## src/rtl/mw_eeprom_sequencer.sv

```systemverilog
// Microwire sequencer for one 93C46-class EEPROM (x16): frames READ/WRITE/ERASE/EWEN/EWDS
// from a req/ack command port and polls ready/busy after programming commands.
module mw_eeprom_sequencer #(
    parameter int CLK_DIV     = 4,
    parameter int TIMEOUT_CYC = 20000,
    parameter int CS_GAP      = 2
) (
    input  logic        clk,
    input  logic        rst_n,
    input  logic        req,
    input  logic [2:0]  cmd,
    input  logic [5:0]  addr,
    input  logic [15:0] wdata,
    output logic [15:0] rdata,
    output logic        ack,
    output logic        err,
    output logic        busy,
    output logic        cs,
    output logic        sk,
    output logic        di,
    input  logic        do_in
);
    localparam int GAP_CYC = CS_GAP * 2 * CLK_DIV;
    localparam int TMR_MAX = (TIMEOUT_CYC > GAP_CYC) ? TIMEOUT_CYC : GAP_CYC;
    localparam int DIV_W   = (CLK_DIV > 1) ? $clog2(CLK_DIV) : 1;
    localparam int TMR_W   = $clog2(TMR_MAX + 1);
    localparam logic [DIV_W-1:0] DIV_LAST = DIV_W'(CLK_DIV - 1);
    localparam logic [TMR_W-1:0] GAP_LAST = TMR_W'(GAP_CYC - 1);
    localparam logic [TMR_W-1:0] TMO_LAST = TMR_W'(TIMEOUT_CYC - 1);

    localparam logic [2:0] CMD_READ  = 3'b000;
    localparam logic [2:0] CMD_WRITE = 3'b001;
    localparam logic [2:0] CMD_ERASE = 3'b010;
    localparam logic [2:0] CMD_EWEN  = 3'b011;
    localparam logic [2:0] CMD_EWDS  = 3'b100;

    typedef enum logic [2:0] {IDLE, DECODE, SETUP, SHIFT, DATA, DESEL, POLL, DONE} state_t;
    state_t state, state_nxt;

    logic [2:0]       cmd_q;
    logic [5:0]       addr_q;
    logic [15:0]      wdata_q;
    logic [DIV_W-1:0] div_cnt;
    logic [4:0]       bit_cnt;
    logic [TMR_W-1:0] tmr;
    logic [24:0]      shreg;
    logic [15:0]      rd_sh;
    logic             do_s1, do_s2;

    logic        tick, legal, is_read, is_write, polls;
    logic [4:0]  n_total, n_drive;
    logic [8:0]  header;
    logic [24:0] frame;

    always_comb begin
        state_nxt = state;
        tick      = (div_cnt == DIV_LAST);
        legal     = (cmd_q <= CMD_EWDS);
        is_read   = (cmd_q == CMD_READ);
        is_write  = (cmd_q == CMD_WRITE);
        polls     = is_write || (cmd_q == CMD_ERASE);
        n_total   = (is_read || is_write) ? 5'd25 : 5'd9;
        n_drive   = is_write ? 5'd25 : 5'd9;
        busy      = (state != IDLE) || ack;
        case (cmd_q)
            CMD_READ:  header = {3'b110, addr_q};
            CMD_WRITE: header = {3'b101, addr_q};
            CMD_ERASE: header = {3'b111, addr_q};
            CMD_EWEN:  header = {3'b100, 6'b110000};
            default:   header = {3'b100, 6'b000000};
        endcase
        frame = {header, wdata_q};

        case (state)
            IDLE:   if (req && !ack) state_nxt = DECODE;
            DECODE: state_nxt = legal ? SETUP : IDLE;
            SETUP:  if (tick) state_nxt = SHIFT;
            SHIFT, DATA: begin
                if (tick && !sk) begin
                    if (bit_cnt == n_total)
                        state_nxt = DESEL;
                    else if (bit_cnt == 5'd9 && n_total == 5'd25)
                        state_nxt = DATA;
                end
            end
            DESEL:  if (tmr == GAP_LAST) state_nxt = polls ? POLL : DONE;
            POLL:   if (do_s2 || tmr == TMO_LAST) state_nxt = IDLE;
            DONE:   state_nxt = IDLE;
            default: state_nxt = IDLE;
        endcase
    end

    always_ff @(posedge clk or negedge rst_n) begin
        if (!rst_n) state <= IDLE;
        else        state <= state_nxt;
    end

    always_ff @(posedge clk or negedge rst_n) begin
        if (!rst_n) begin
            cs      <= 1'b0;
            sk      <= 1'b0;
            di      <= 1'b0;
            ack     <= 1'b0;
            err     <= 1'b0;
            rdata   <= '0;
            cmd_q   <= '0;
            addr_q  <= '0;
            wdata_q <= '0;
            div_cnt <= '0;
            bit_cnt <= '0;
            tmr     <= '0;
            shreg   <= '0;
            rd_sh   <= '0;
            do_s1   <= 1'b0;
            do_s2   <= 1'b0;
        end else begin
            ack   <= 1'b0;
            do_s1 <= do_in;
            do_s2 <= do_s1;
            case (state)
                IDLE: begin
                    if (req && !ack) begin
                        cmd_q   <= cmd;
                        addr_q  <= addr;
                        wdata_q <= wdata;
                        err     <= 1'b0;
                    end
                end
                DECODE: begin
                    div_cnt <= '0;
                    bit_cnt <= '0;
                    sk      <= 1'b0;
                    if (legal) begin
                        cs    <= 1'b1;
                        di    <= frame[24];
                        shreg <= frame;
                    end else begin
                        ack <= 1'b1;
                        err <= 1'b1;
                    end
                end
                SETUP: begin
                    div_cnt <= tick ? '0 : div_cnt + 1'b1;
                    if (tick) sk <= 1'b1;
                end
                SHIFT, DATA: begin
                    div_cnt <= tick ? '0 : div_cnt + 1'b1;
                    if (tick) begin
                        if (sk) begin
                            // Falling edge: advance to the next bit, or park di low once out of bits.
                            sk      <= 1'b0;
                            bit_cnt <= bit_cnt + 5'd1;
                            shreg   <= {shreg[23:0], 1'b0};
                            di      <= (bit_cnt + 5'd1 < n_drive) ? shreg[23] : 1'b0;
                        end else if (bit_cnt == n_total) begin
                            cs  <= 1'b0;
                            di  <= 1'b0;
                            tmr <= '0;
                        end else begin
                            // Rising edge: sample 9 is the dummy 0, samples 10..25 are D15..D0.
                            sk <= 1'b1;
                            if (is_read && bit_cnt >= 5'd9) rd_sh <= {rd_sh[14:0], do_in};
                        end
                    end
                end
                DESEL: begin
                    tmr <= (tmr == GAP_LAST) ? '0 : tmr + 1'b1;
                    if (tmr == GAP_LAST && polls) cs <= 1'b1;
                end
                POLL: begin
                    tmr <= tmr + 1'b1;
                    if (do_s2 || tmr == TMO_LAST) begin
                        cs  <= 1'b0;
                        ack <= 1'b1;
                        err <= !do_s2;
                    end
                end
                DONE: begin
                    ack <= 1'b1;
                    if (is_read) rdata <= rd_sh;
                end
                default: ;
            endcase
        end
    end
endmodule

```

## config.mk

```make
export PLATFORM = sky130hd
export DESIGN_NAME = mw_eeprom_sequencer
export DESIGN_NICKNAME = d
export VERILOG_FILES = /design/src/rtl/mw_eeprom_sequencer.sv
export SDC_FILE = /design/constraint.sdc
export NUM_CORES = 1
export LEC_CHECK = 0
export BUFFER_PORTS_ARGS = -buffer_cell sky130_fd_sc_hd__clkbuf_2
export CAP_MARGIN = 15
export CORE_UTILIZATION = 59
export DETAILED_ROUTE_END_ITERATION = 16
export PLACE_DENSITY = 0.8
export SLEW_MARGIN = 20
export SYNTH_ARGS = -nofsm -noshare
export SYNTH_HDL_FRONTEND = slang
export SYNTH_SLANG_ARGS = --single-unit
```

## constraint.sdc

```tcl
create_clock -name clk -period 2.7 [get_ports clk]
set_input_delay 0.54 -clock clk [delete_from_list [all_inputs] [get_ports clk]]
set_output_delay 0.54 -clock clk [all_outputs]
set_load 0.01 [all_outputs]
```

Word level (Yosys, flattened, before mapping)

Cells that the tools add are included.

Register bits after elaboration: 113
Input bits: 29
Output and inout port bits: 22
Logic and storage cells: 140

Add/sub/neg operators: 3
Magnitude comparators: 3
Equal/unequal tests: 30
Multiplexer cells: 51
Bitwise operators: 2
Reduce and logical (&&, ||, !) cells: 34

Operators by type and width:

| kind                                                             | count |
|---|---|
| 24-bit 2-to-1 mux                                                | 3 |
| 15-bit 2-to-1 mux                                                | 4 |
| 24-bit case mux with 2 select lines                              | 1 |
| 15-bit case mux with 3 select lines                              | 1 |
| 8-bit case mux with 4 select lines                               | 1 |
| 2-bit != test, second input constant                             | 12 |
| 3-bit 2-to-1 mux                                                 | 7 |
| 3-bit case mux with 7 select lines                               | 1 |
| 1-bit 2-to-1 mux                                                 | 20 |
| 5-bit 2-to-1 mux                                                 | 4 |
| 4-bit AND reduction                                              | 4 |
| 15-bit by 1-bit adder with 15-bit output, second input constant  | 1 |
| 15-bit == test, second input constant                            | 1 |
| 15-bit by 4-bit == test with 1-bit output, second input constant | 1 |
| 3-bit by 2-bit == test with 1-bit output, second input constant  | 4 |
| 3-bit == test, second input constant                             | 4 |
| 3-bit nonzero test                                               | 4 |
| 5-bit case mux with 2 select lines                               | 1 |
| 1-bit case mux with 3 select lines                               | 3 |
| 7-bit AND reduction                                              | 1 |
| 3-bit by 1-bit == test with 1-bit output, second input constant  | 2 |
| 3-bit logical NOT                                                | 2 |
| 3-bit != test, second input constant                             | 2 |
| 3-bit AND reduction                                              | 2 |
| other kinds (24)                                                 | 37 |

Longest topological paths before layout

Gate-level depths: netlist of the first run.

Depth in word-level cells: 9
Mapped depth: 10
Depth with buffers taken out: 8

Worst setup path before layout of the first run

Ideal clock, no wire load.

Path kind: register to register
Start: register cmd_q[1]
End: register rd_sh[10]
Library setup time: 0.125 ns
Data arrival time: 2.243 ns
Data required time: 2.575 ns
Setup slack: 0.332 ns
Stages on the path, launching flop included: 9
Buffers on the path: 4
Period minus slack after synthesis: 2.368 ns
Path through: dfrtp_1 buf_6 or3_4 and3_4 buf_6 or4_1 buf_6 buf_12 mux2_4

Word-level cells in the longest chain between the ends: 6
Elaborated cells on any way between the ends: 8

RTL lines:

| what                                                                          | RTL line | text |
|---|---|---|
| start: declaration                                                            | 40       | `logic [2:0] cmd_q;` |
| start signal: assignment                                                      | 123      | `cmd_q <= cmd;` |
| 3-bit by 1-bit == test with 1-bit output or 3-bit logical NOT (tied branches) | 60, 59   |  |
| 1-bit logical OR                                                              | 62       | `n_total = (is_read \|\| is_write) ? 5'd25 : 5'd9;` |
| 5-bit 2-to-1 mux                                                              | 62       |  |
| 5-bit == test                                                                 | 155      | `end else if (bit_cnt == n_total) begin` |
| 1-bit inverter (no line)                                                      | --       |  |
| 5-bit AND reduction (no line) *                                               | --       |  |
| end signal: assignment                                                        | 162      | `if (is_read && bit_cnt >= 5'd9) rd_sh <= {rd_sh[14:0], do_in};` |
| end: declaration                                                              | 47       | `logic [15:0] rd_sh;` |

Every way passes the cells marked *; elsewhere a longest branch is shown, timed or not.
A chain may end at the register's enable or synchronous reset.

Worst setup path in the final report of the first run

Start: register state[0]
End: register rd_sh[10]

Word-level cells in the longest chain between the ends: 3
Elaborated cells on any way between the ends: 4

RTL lines:

| what                                                                      | RTL line | text |
|---|---|---|
| start: declaration                                                        | 38       | `state_t state, state_nxt;` |
| start signal: assignment                                                  | 95       | `else state <= state_nxt;` |
| 3-bit by 2-bit == test with 1-bit output or 3-bit == test (tied branches) | 120      | `case (state)` |
| 2-bit OR reduction *                                                      | 120      |  |
| 5-bit AND reduction (no line) *                                           | --       |  |

Marks and branches as above.

==> results of run 1 <==
-- sequential cells by signal, summed over array words and instances (netlist names) --
signal	cells
state	3
sk	1
cmd_q	3
tmr	15
do_s2	1
div_cnt	2
addr_q	6
do_s1	1
wdata_q	16
err	1
cs	1
shreg	24
bit_cnt	5
di	1
rdata	16
ack	1
rd_sh	16
-- final timing paths --
path | to | cells past startpoint | slack (ns)
min | tmr[13] | 1 | 0.06
max | rd_sh[10] | 5 | 0.22
max in group asynchronous | err | 2 | 1.97
min in group clk | do_s1 | 1 | 0.16
min reg2reg | do_s2 | 0 | 0.35
max reg2reg | rd_sh[10] | 5 | 0.22
-- routing by layer --
layer,share of wire [%],vias up
li1,-,1930
met5,0,-
met4,1.6,0
met2,49,139
met1,43,2075
met3,6.0,20
-- worst register-to-register path, delay by kind of cell (launching register included) --
kind	cells	cell delay (ns)
simple gates	2	1.03
mux	1	0.33
compound gates	1	0.12
flops	1	0.63
buf+inv	1	0.25
-- area by class of cell --
type	count	area, um^2	share of cell area, %
clock buffer	17	414	6.50
clock inverter	15	158	2.48
inverter	8	30.0	0.472
multi-input combinational	348	2370	37.2
sequential	113	2830	44.4
tap	108	135	2.12
timing repair buffer	71	435	6.84
-- power by group --
part	switching, mW	internal, mW
Sequential	0.00161	1.70
Clock	0.829	1.32
Combinational	0.0394	0.0211
Total	0.870	3.04
-- synth_stat cells (all sizes together) (4+ instances only) --
| cell type | instances |
|---|---|
| buf | 11 |
| inv | 6 |
| nor3 | 9 |
| nand4 | 5 |
| a21o | 12 |
| o21ai | 29 |
| nand2b | 6 |
| ha | 5 |
| nor2 | 36 |
| nor2b | 4 |
| a31oi | 20 |
| nand3 | 19 |
| nand2 | 60 |
| a21oi | 22 |
| clkbuf | 20 |
| mux2 | 58 |
| dfrtp | 113 |
| or3 | 6 |
-- kinds of logic after synthesis --
| group | after synthesis | share of synthesized area (%) |
|---|---|---|
| and+or+nand+nor | 165 | 15.0 |
| AOI/OAI and AO/OA | 114 | 13.7 |
| DFF | 113 | 52.7 |
| muxes | 60 | 13.3 |
| buffers and inverters | 39 | 3.57 |
| adders and majority gates | 5 | 1.17 |
| xor gates and xnor gates | 4 | 0.654 |
-- metrics by stage --
step / cells / power, mW / area (um^2) / utilization, % / hold slack [ns]
3_5_place_dp: 647 / 1.79 / 5790 / 66.1 / 0.342
2_1_floorplan: 500 / 1.73 / 5360 / - / 0.244
4_1_cts: 679 / 3.94 / 6360 / 72.6 / 0.0719
5_1_grt: 680 / 4.01 / 6370 / 72.7 / 0.0998
6_report: 680 / 3.91 / 6370 / 72.7 / 0.0627
3_3_place_gp: 647 / 1.79 / 5790 / 66.1 / 0.333
==> results by group, run 1 <==
Setup path
  • Crit start category: flop
  • Delay-heaviest family, CP: simple AND/OR/NAND/NOR gates
  • Critical path's slowest cell: dfrtp_1
  • Crit path DAT: 2.87 ns
  • Worst Path Max Fanout: 16
  • CP cell instances: nor2b_1 -> a21oi_2 -> or4_1 -> buf_4 -> mux2_4
  • Crit. End Element: flop
  • Crit path buf inv count: 1
  • Critical path class: flop to flop
  • Worst reg2reg path startpoint: state[0]
  • Worst path max stage delay: 0.63 ns
  • Worst setup path start: state[0]
  • Worst EP required: 3.10 ns

Finish
  • Commonest non-fill, non-tap cells in the layout: 113 x dfrtp_1, 60 x nand2_1, 49 x clkbuf_2
  • Area growth from synthesis to layout: 18.8%
  • Net count, final: 593
  • ANT cells: 0
  • Most common cell after layout, fill and taps aside: dfrtp_1
  • Share of layout cells above drive strength 1: 29.5%
  • Fillers: 608

GRT
  • Global routing usage on met2: 42.9%
  • Total grt overflow: 0
  • Initial antenna violation count: 0
  • Global routing's busiest layer: met2
  • Gr usage total: 26.7%
  • Met1 usage: 34.6%
  • Pin count of the biggest net entering global routing: 53
  • Number of global-route vias before repair: 4238
  • First-pass GRT wire length: 20100 um
  • Met3 Use GR: 7.48%

Die
  • # IOs: 51
  • CORE AREA: 8760 um^2
  • Horiz. Die Dim: 97.3 um
  • DIE AREA: 9470 um^2
  • Initial core utilization: 61.2%
  • Row count: 34
  • Die Y: 97.3 um

CTS
  • PostCTS Resize Cnt: 0
  • H-tree levels: 4
  • Post-CTS Setup Inserts: 0
  • CTS Sinks: 113
  • Clock transition at path regs: 0.06 ns
  • CTS buffer count: 17
  • Cts hold-fix bufs: 0
  • CTS tree: done
  • CTS max path bufs: 2
  • Root buf cell: clkbuf_8
  • Clock Latency Late Sink: 0.51 ns

Hold path
  • Hold crit path type: input port to asynchronous set/reset pin

Yosys
  • Post-synthesis sequential area ratio: 52.7%
  • Leading area contributor after synthesis: dfrtp_1
  • YS warnings: 0
  • Netlist cell types: 60
  • Post-synth EDFFs: 0
  • Synth Register Bits: 113
  • Post-synthesis cell area: 5360 um^2
  • Post-synthesis async set-or-reset flop share: 100%
  • Synth top area share: 52.7%
  • Post-Syn Instances: 500
  • Synth area leaders: dfrtp_1 53%, mux2_2 10%, nand2_1 4.2%
  • Main synth FF type: dfrtp_1
  • Syn Area/Cell: 10.7 um^2
  • Mapped Nets: 534

Detailed routing
  • Initial drt markers: 286
  • Post-DR vias/cell: 6.12
  • First drt pass iteration count: 5
  • DRC Markers: 0
  • Final WL: 11500 um
  • Antenna Violating Nets Remaining: 0
  • Wire per inst: 16.9 um
  • Total number of vias: 4164

STA
  • Final Cycle Share: 91.8%
  • Final hold vios: 0
  • Max-slew violation count: 0
  • Setup Total Neg Slack: 0 ns
  • Unrepaired setup endpoints after global routing: false
  • Slew margin rel.: 55.4%
  • Tightest Pin Transition: 0.669 ns
  • Min Tclk post-route: 2.48 ns
  • Max Freq: 0.404 GHz
  • Setup Viol. Count Final: 0
  • Fin worst setup slack: 0.222 ns
  • Clock Skew: 0.00856 ns

Placed design
  • Place WS: 0.149 ns
  • Routability cong.: 0.879
  • Hpwl dp: 7370 um
  • PortBufs: 50

Status
  • Outcome: finished, final reports clean

Job
  • Max-capacitance violation count: 0

Power and ir drop
  • LEAKAGE: 3.02 nW
  • Worst IR drop on VDD: 0.432 mV
  • Pwr dens: 614 nW/um^2
(Power assumes the default switching activity.)
==> inputs of run 2 (changes only) <==
--- a/config.mk
+++ b/config.mk
@@ -7,9 +7,11 @@
 export LEC_CHECK = 0
 export BUFFER_PORTS_ARGS = -buffer_cell sky130_fd_sc_hd__clkbuf_2
 export CAP_MARGIN = 15
-export CORE_UTILIZATION = 59
+export CELL_PAD_IN_SITES_DETAIL_PLACEMENT = 1
+export CELL_PAD_IN_SITES_GLOBAL_PLACEMENT = 1
+export CORE_UTILIZATION = 47
 export DETAILED_ROUTE_END_ITERATION = 16
-export PLACE_DENSITY = 0.8
+export PLACE_DENSITY = 0.81
 export SLEW_MARGIN = 20
 export SYNTH_ARGS = -nofsm -noshare
 export SYNTH_HDL_FRONTEND = slang
==> run 2 against run 1 <==
Core utilization is 14 points lower. Final area is 1.9% higher. Non-clock buffer count is 6 higher. Die area is 25% higher. Combinational power is 0.8% higher. Final cell count is 5.6% higher. Sequential power hardly changed. Global-route usage is 1.1 points lower. Critical path depth is 4 higher. Via count is 1.5% lower. Hold slack better by 0.090 ns. Clock skew is 0.00067 ns higher. Critical path type unchanged.
==> results by group, run 2 (synthesized netlist as in run 1, its figures left out) <==
Status
  • Outcome: finished, final reports clean

CTS
  • PostCTS Resize Cnt: 0
  • CTS buffer count: 17
  • Post-CTS Setup Inserts: 0
  • H-tree levels: 4
  • Root buf cell: clkbuf_16
  • CTS Sinks: 113
  • Clock Latency Late Sink: 0.41 ns
  • Cts hold-fix bufs: 0
  • CTS max path bufs: 2
  • CTS tree: done
  • Clock transition at path regs: 0.05 ns

Finish
  • ANT cells: 0
  • Fin cells: 718
  • Net count, final: 599
  • Area growth from synthesis to layout: 21.1%
  • Fillers: 1171
  • Top reg by flops: shreg
  • Share of layout cells above drive strength 1: 29.4%
  • Commonest non-fill, non-tap cells in the layout: 113 x dfrtp_1, 60 x nand2_1, 49 x clkbuf_2
  • Most common cell after layout, fill and taps aside: dfrtp_1
  • Max FFs per register: 24

Detailed routing
  • DRC Markers: 0
  • Wire per inst: 19.2 um
  • First drt pass iteration count: 4
  • Final WL: 13800 um
  • Post-DR vias/cell: 5.71
  • Initial drt markers: 185
  • Antenna Violating Nets Remaining: 0
  • Total number of vias: 4103

Die
  • DIE AREA: 11800 um^2
  • Initial core utilization: 48.8%
  • CORE AREA: 11000 um^2
  • # IOs: 51
  • Die Y: 109 um
  • Row count: 38
  • Horiz. Die Dim: 109 um

Setup path
  • Worst path max stage delay: 0.52 ns
  • Crit start category: flop
  • Worst EP required: 2.97 ns
  • Crit. End Element: flop
  • Crit path DAT: 2.69 ns
  • Crit path buf inv count: 3
  • Delay-heaviest family, CP: buffers and inverters
  • Most frequent CP cell: buf_4
  • Worst Path Max Fanout: 32
  • CP cell instances: nor2b_1 -> a21oi_2 -> buf_4 -> o21ai_0 -> buf_4 -> a21oi_4 -> buf_4 -> nor2_1 -> a31oi_1
  • Critical path's slowest cell: dfrtp_1
  • Critical path class: flop to flop

Power and ir drop
  • LEAKAGE: 3.05 nW
  • Internal power: 3.31 mW
  • Switching power: 826 uW
  • Pwr dens: 638 nW/um^2
  • Clock Power Share: 57.5%
  • Sw Ratio: 19.9%
  • Sequential share of power: 41.0%
  • Worst IR drop on VDD: 0.587 mV
  • Combinational share of power: 1.5%

GRT
  • Pin count of the biggest net entering global routing: 51
  • Total grt overflow: 0
  • First-pass GRT wire length: 22800 um
  • Global routing usage on met2: 42.8%
  • Global routing's busiest layer: met2
  • Met3 Use GR: 6.10%
  • Gr usage total: 25.6%
  • Number of global-route vias before repair: 4484
  • Met1 usage: 31.9%
  • Initial antenna violation count: 0

STA
  • Unrepaired setup endpoints after global routing: false
  • Final Cycle Share: 89.6%
  • Final hold vios: 0
  • Max-slew violation count: 0
  • Setup Viol. Count Final: 0
  • Max Freq: 0.414 GHz
  • Slew margin rel.: 58.9%
  • Setup Total Neg Slack: 0 ns
  • Tightest Pin Transition: 0.617 ns
  • Min Tclk post-route: 2.42 ns
  • Clock Skew: 0.00923 ns

Placed design
  • PortBufs: 50
  • Placed instance count: 685
  • Routability cong.: 0.831
  • Hpwl dp: 8880 um

Hold path
  • Hold crit path type: input port to asynchronous set/reset pin

Job
  • Max-capacitance violation count: 0
run 2: area by class of cell:
type / count / area [um^2] / area share (%)
clock buffers: 24 / 472 / 7.27
multi-input cells: 348 / 2370 / 36.5
flip-flops and latches: 113 / 2830 / 43.6
clock inverters: 8 / 153 / 2.35
well taps: 140 / 175 / 2.70
inverters: 8 / 30.0 / 0.463
repair buffers: 77 / 465 / 7.17
run 2: final timing paths:
check                           depth (start not counted)  slack (ns)         to      from
worst max-delay path                                    9        0.28  shreg[16]  state[0]
worst min-delay path                                    1        0.15   rdata[0]     rst_n
worst max register to register                          9        0.28  shreg[16]  state[0]
worst min register to register                          0        0.36      do_s2     do_s1
max in group asynchronous                               2        1.82         sk     rst_n
min in group clk                                        1        0.26      do_s1     do_in
run 2: routing by layer:
layer	share of wire, %	up-vias	routed length [um]
met5	0	-	0
met4	1.7	0	240
met3	3.6	22	493
met2	51	74	6980
met1	44	2065	6060
li1	-	1942	-
run 2: power by group through the flow:
stage / sequential [mW] / combinational (mW) / clock (mW)
final: 1.70 / 0.0610 / 2.38
after global routing: 1.70 / 0.0701 / 2.48
after CTS: 1.70 / 0.0646 / 2.41
after detailed placement: 1.73 / 0.0638 / 0
after global placement: 1.73 / 0.0615 / 0
after floorplan: 1.73 / 0.00230 / 0
run 2: metrics by stage:
step / hold WS, ns / instance area [um^2] / worst slack (ns) / total power [mW] / util (%)
2_1_floorplan: 0.244 / 5360 / 0.332 / 1.73 / -
5_1_grt: 0.186 / 6490 / 0.0999 / 4.25 / 59.1
4_1_cts: 0.159 / 6490 / 0.0514 / 4.18 / 59.1
3_3_place_gp: 0.341 / 5860 / 0.221 / 1.79 / 53.4
6_report: 0.153 / 6490 / 0.282 / 4.14 / 59.1
3_5_place_dp: 0.353 / 5860 / 0.117 / 1.79 / 53.4
==> inputs of run 3 (changes only) <==
--- a/config.mk
+++ b/config.mk
@@ -12,7 +12,7 @@
 export CORE_UTILIZATION = 47
 export DETAILED_ROUTE_END_ITERATION = 16
 export PLACE_DENSITY = 0.81
-export SLEW_MARGIN = 20
+export RECOVER_POWER = 50
 export SYNTH_ARGS = -nofsm -noshare
 export SYNTH_HDL_FRONTEND = slang
 export SYNTH_SLANG_ARGS = --single-unit
==> run 3 against run 2 <==
Final cell count decreased by 0.14%. Final area is 0.52% lower. Die area stayed put. Critical path depth is the same. Fmax fell by 0.26%. Register-to-register slack hardly changed. Clock-buffer cell count stayed put.
==> results by group, run 3 (synthesized netlist as in run 1, its figures left out) <==
Status
  • Outcome: finished, final reports clean

Die
  • Horiz. Die Dim: 109 um
  • Die Y: 109 um
  • CORE AREA: 11000 um^2
  • Row count: 38
  • Initial core utilization: 48.8%
  • # IOs: 51
  • DIE AREA: 11800 um^2

GRT
  • First-pass GRT wire length: 22800 um
  • Number of global-route vias before repair: 4484
  • Met3 Use GR: 6.10%
  • Total grt overflow: 0
  • Global routing usage on met2: 42.8%
  • Pin count of the biggest net entering global routing: 51
  • Met1 usage: 31.9%
  • Global routing's busiest layer: met2
  • Initial antenna violation count: 0
  • Gr usage total: 25.6%

Detailed routing
  • Antenna Violating Nets Remaining: 0
  • DRC Markers: 0
  • Total number of vias: 4114
  • First drt pass iteration count: 4
  • Initial drt markers: 200
  • Final WL: 13700 um
  • Post-DR vias/cell: 5.74
  • Wire per inst: 19.1 um

STA
  • Fin worst setup slack: 0.276 ns
  • Final hold vios: 0
  • Tightest Pin Transition: 1.21 ns
  • Unrepaired setup endpoints after global routing: false
  • Final Cycle Share: 89.8%
  • Max Freq: 0.412 GHz
  • Setup Viol. Count Final: 0
  • Slew margin rel.: 19.1%
  • Setup Total Neg Slack: 0 ns
  • Max-slew violation count: 0
  • Min Tclk post-route: 2.42 ns
  • Clock Skew: 0.00898 ns

Setup path
  • Worst Path Max Fanout: 32
  • Crit. End Element: flop
  • Worst path max stage delay: 0.56 ns
  • Worst reg2reg path startpoint: state[2]
  • CP cell instances: nor2b_1 -> a21oi_2 -> buf_4 -> o21ai_0 -> buf_4 -> a21oi_4 -> buf_4 -> nor2_1 -> a31oi_1
  • Critical path's slowest cell: dfrtp_1
  • R2R Setup Slk: 0.28 ns
  • Crit start category: flop
  • Worst setup path start: state[2]
  • Critical path class: flop to flop
  • Most frequent CP cell: buf_4
  • Worst EP required: 3.02 ns
  • Crit path DAT: 2.75 ns
  • FF-to-FF path depth: 9
  • Reg-to-reg endpoint: shreg[7]

Power and ir drop
  • Pwr dens: 641 nW/um^2
  • LEAKAGE: 3.01 nW
  • Worst IR drop on VDD: 0.578 mV

CTS
  • CTS Sinks: 113
  • CTS buffer count: 17
  • CTS max path bufs: 2
  • H-tree levels: 4
  • CTS tree: done
  • Root buf cell: clkbuf_16
  • PostCTS Resize Cnt: 0
  • Clock transition at path regs: 0.05 ns
  • Cts hold-fix bufs: 0
  • Post-CTS Setup Inserts: 0
  • Clock Latency Late Sink: 0.41 ns

Placed design
  • Hpwl dp: 8880 um
  • PortBufs: 50
  • Place WS: 0.117 ns
  • Routability cong.: 0.831

Finish
  • ANT cells: 0
  • Share of layout cells above drive strength 1: 27.6%
  • Net count, final: 598
  • Max FFs per register: 24
  • Fillers: 1181
  • Area growth from synthesis to layout: 20.4%
  • Most common cell after layout, fill and taps aside: dfrtp_1
  • Top reg by flops: shreg
  • Commonest non-fill, non-tap cells in the layout: 113 x dfrtp_1, 60 x nand2_1, 48 x mux2_2

Hold path
  • Hold crit path type: input port to flop
  • Worst Hold End: do_s1
  • Hold_sp: do_in
  • Worst hold path depth: 1

Job
  • Max-capacitance violation count: 0
run 3: cell types whose count changed in the layout (fill, tap and decap cells not counted):
cell,before,now
clkbuf_1,5,16
clkbuf_2,49,41
buf_4,26,24
a22oi_1,2,1
a22oi_2,0,1
buf_12,1,0
buf_2,1,0
run 3: worst max-delay path by stage:
| stage | to | slack [ns] | cells after the start |
|---|---|---|---|
| CTS | tmr[0] | 0.05 | 7 |
| detailed placement | tmr[0] | 0.12 | 7 |
| global route | shreg[7] | 0.09 | 9 |
| floorplan | rd_sh[10] | 0.33 | 8 |
| finish | shreg[7] | 0.28 | 9 |
| global placement | tmr[0] | 0.22 | 8 |
run 3: critical path, delay by kind of cell (launching register included):
kind                   cells  cell delay (ns)
DFF                        1             0.56
AOI/OAI and AO/OA          4             0.64
and+or+nand+nor            2             0.28
buffers and inverters      3             0.85
run 3: per-layer routing:
| layer | wire length (um) | up-vias |
|---|---|---|
| met5 | 0 | - |
| li1 | - | 1941 |
| met2 | 6960 | 78 |
| met1 | 5990 | 2070 |
| met4 | 257 | 0 |
| met3 | 501 | 25 |
run 3: power by group:
group | total, mW | switching, mW | leakage [nW] | internal (mW)
Clock | 2.38 | 0.786 | 0.295 | 1.60
Sequential | 1.70 | 0.00143 | 1.54 | 1.70
Combinational | 0.0568 | 0.0404 | 1.17 | 0.0164
run 3: through the flow:
stage          utilization [%]  power [mW]  hold slack [ns]  cells  instance area (um^2)
2_1_floorplan                -        1.73            0.244    500                  5360
3_5_place_dp              53.4        1.79            0.353    685                  5860
6_report                  58.8        4.14            0.268    717                  6460
4_1_cts                   59.1        4.18            0.159    717                  6490
5_1_grt                   58.8        4.25            0.265    717                  6460
3_3_place_gp              53.4        1.79            0.341    685                  5860
run 3: layout make-up:
class / instances / area [um^2] / area share [%]
Inverter: 8 / 30.0 / 0.465
Multi-Input combinational cell: 348 / 2370 / 36.8
Clock inverter: 8 / 153 / 2.36
Clock buffer: 24 / 472 / 7.30
Sequential cell: 113 / 2830 / 43.8
Tap cell: 140 / 175 / 2.71
Timing Repair Buffer: 76 / 427 / 6.61
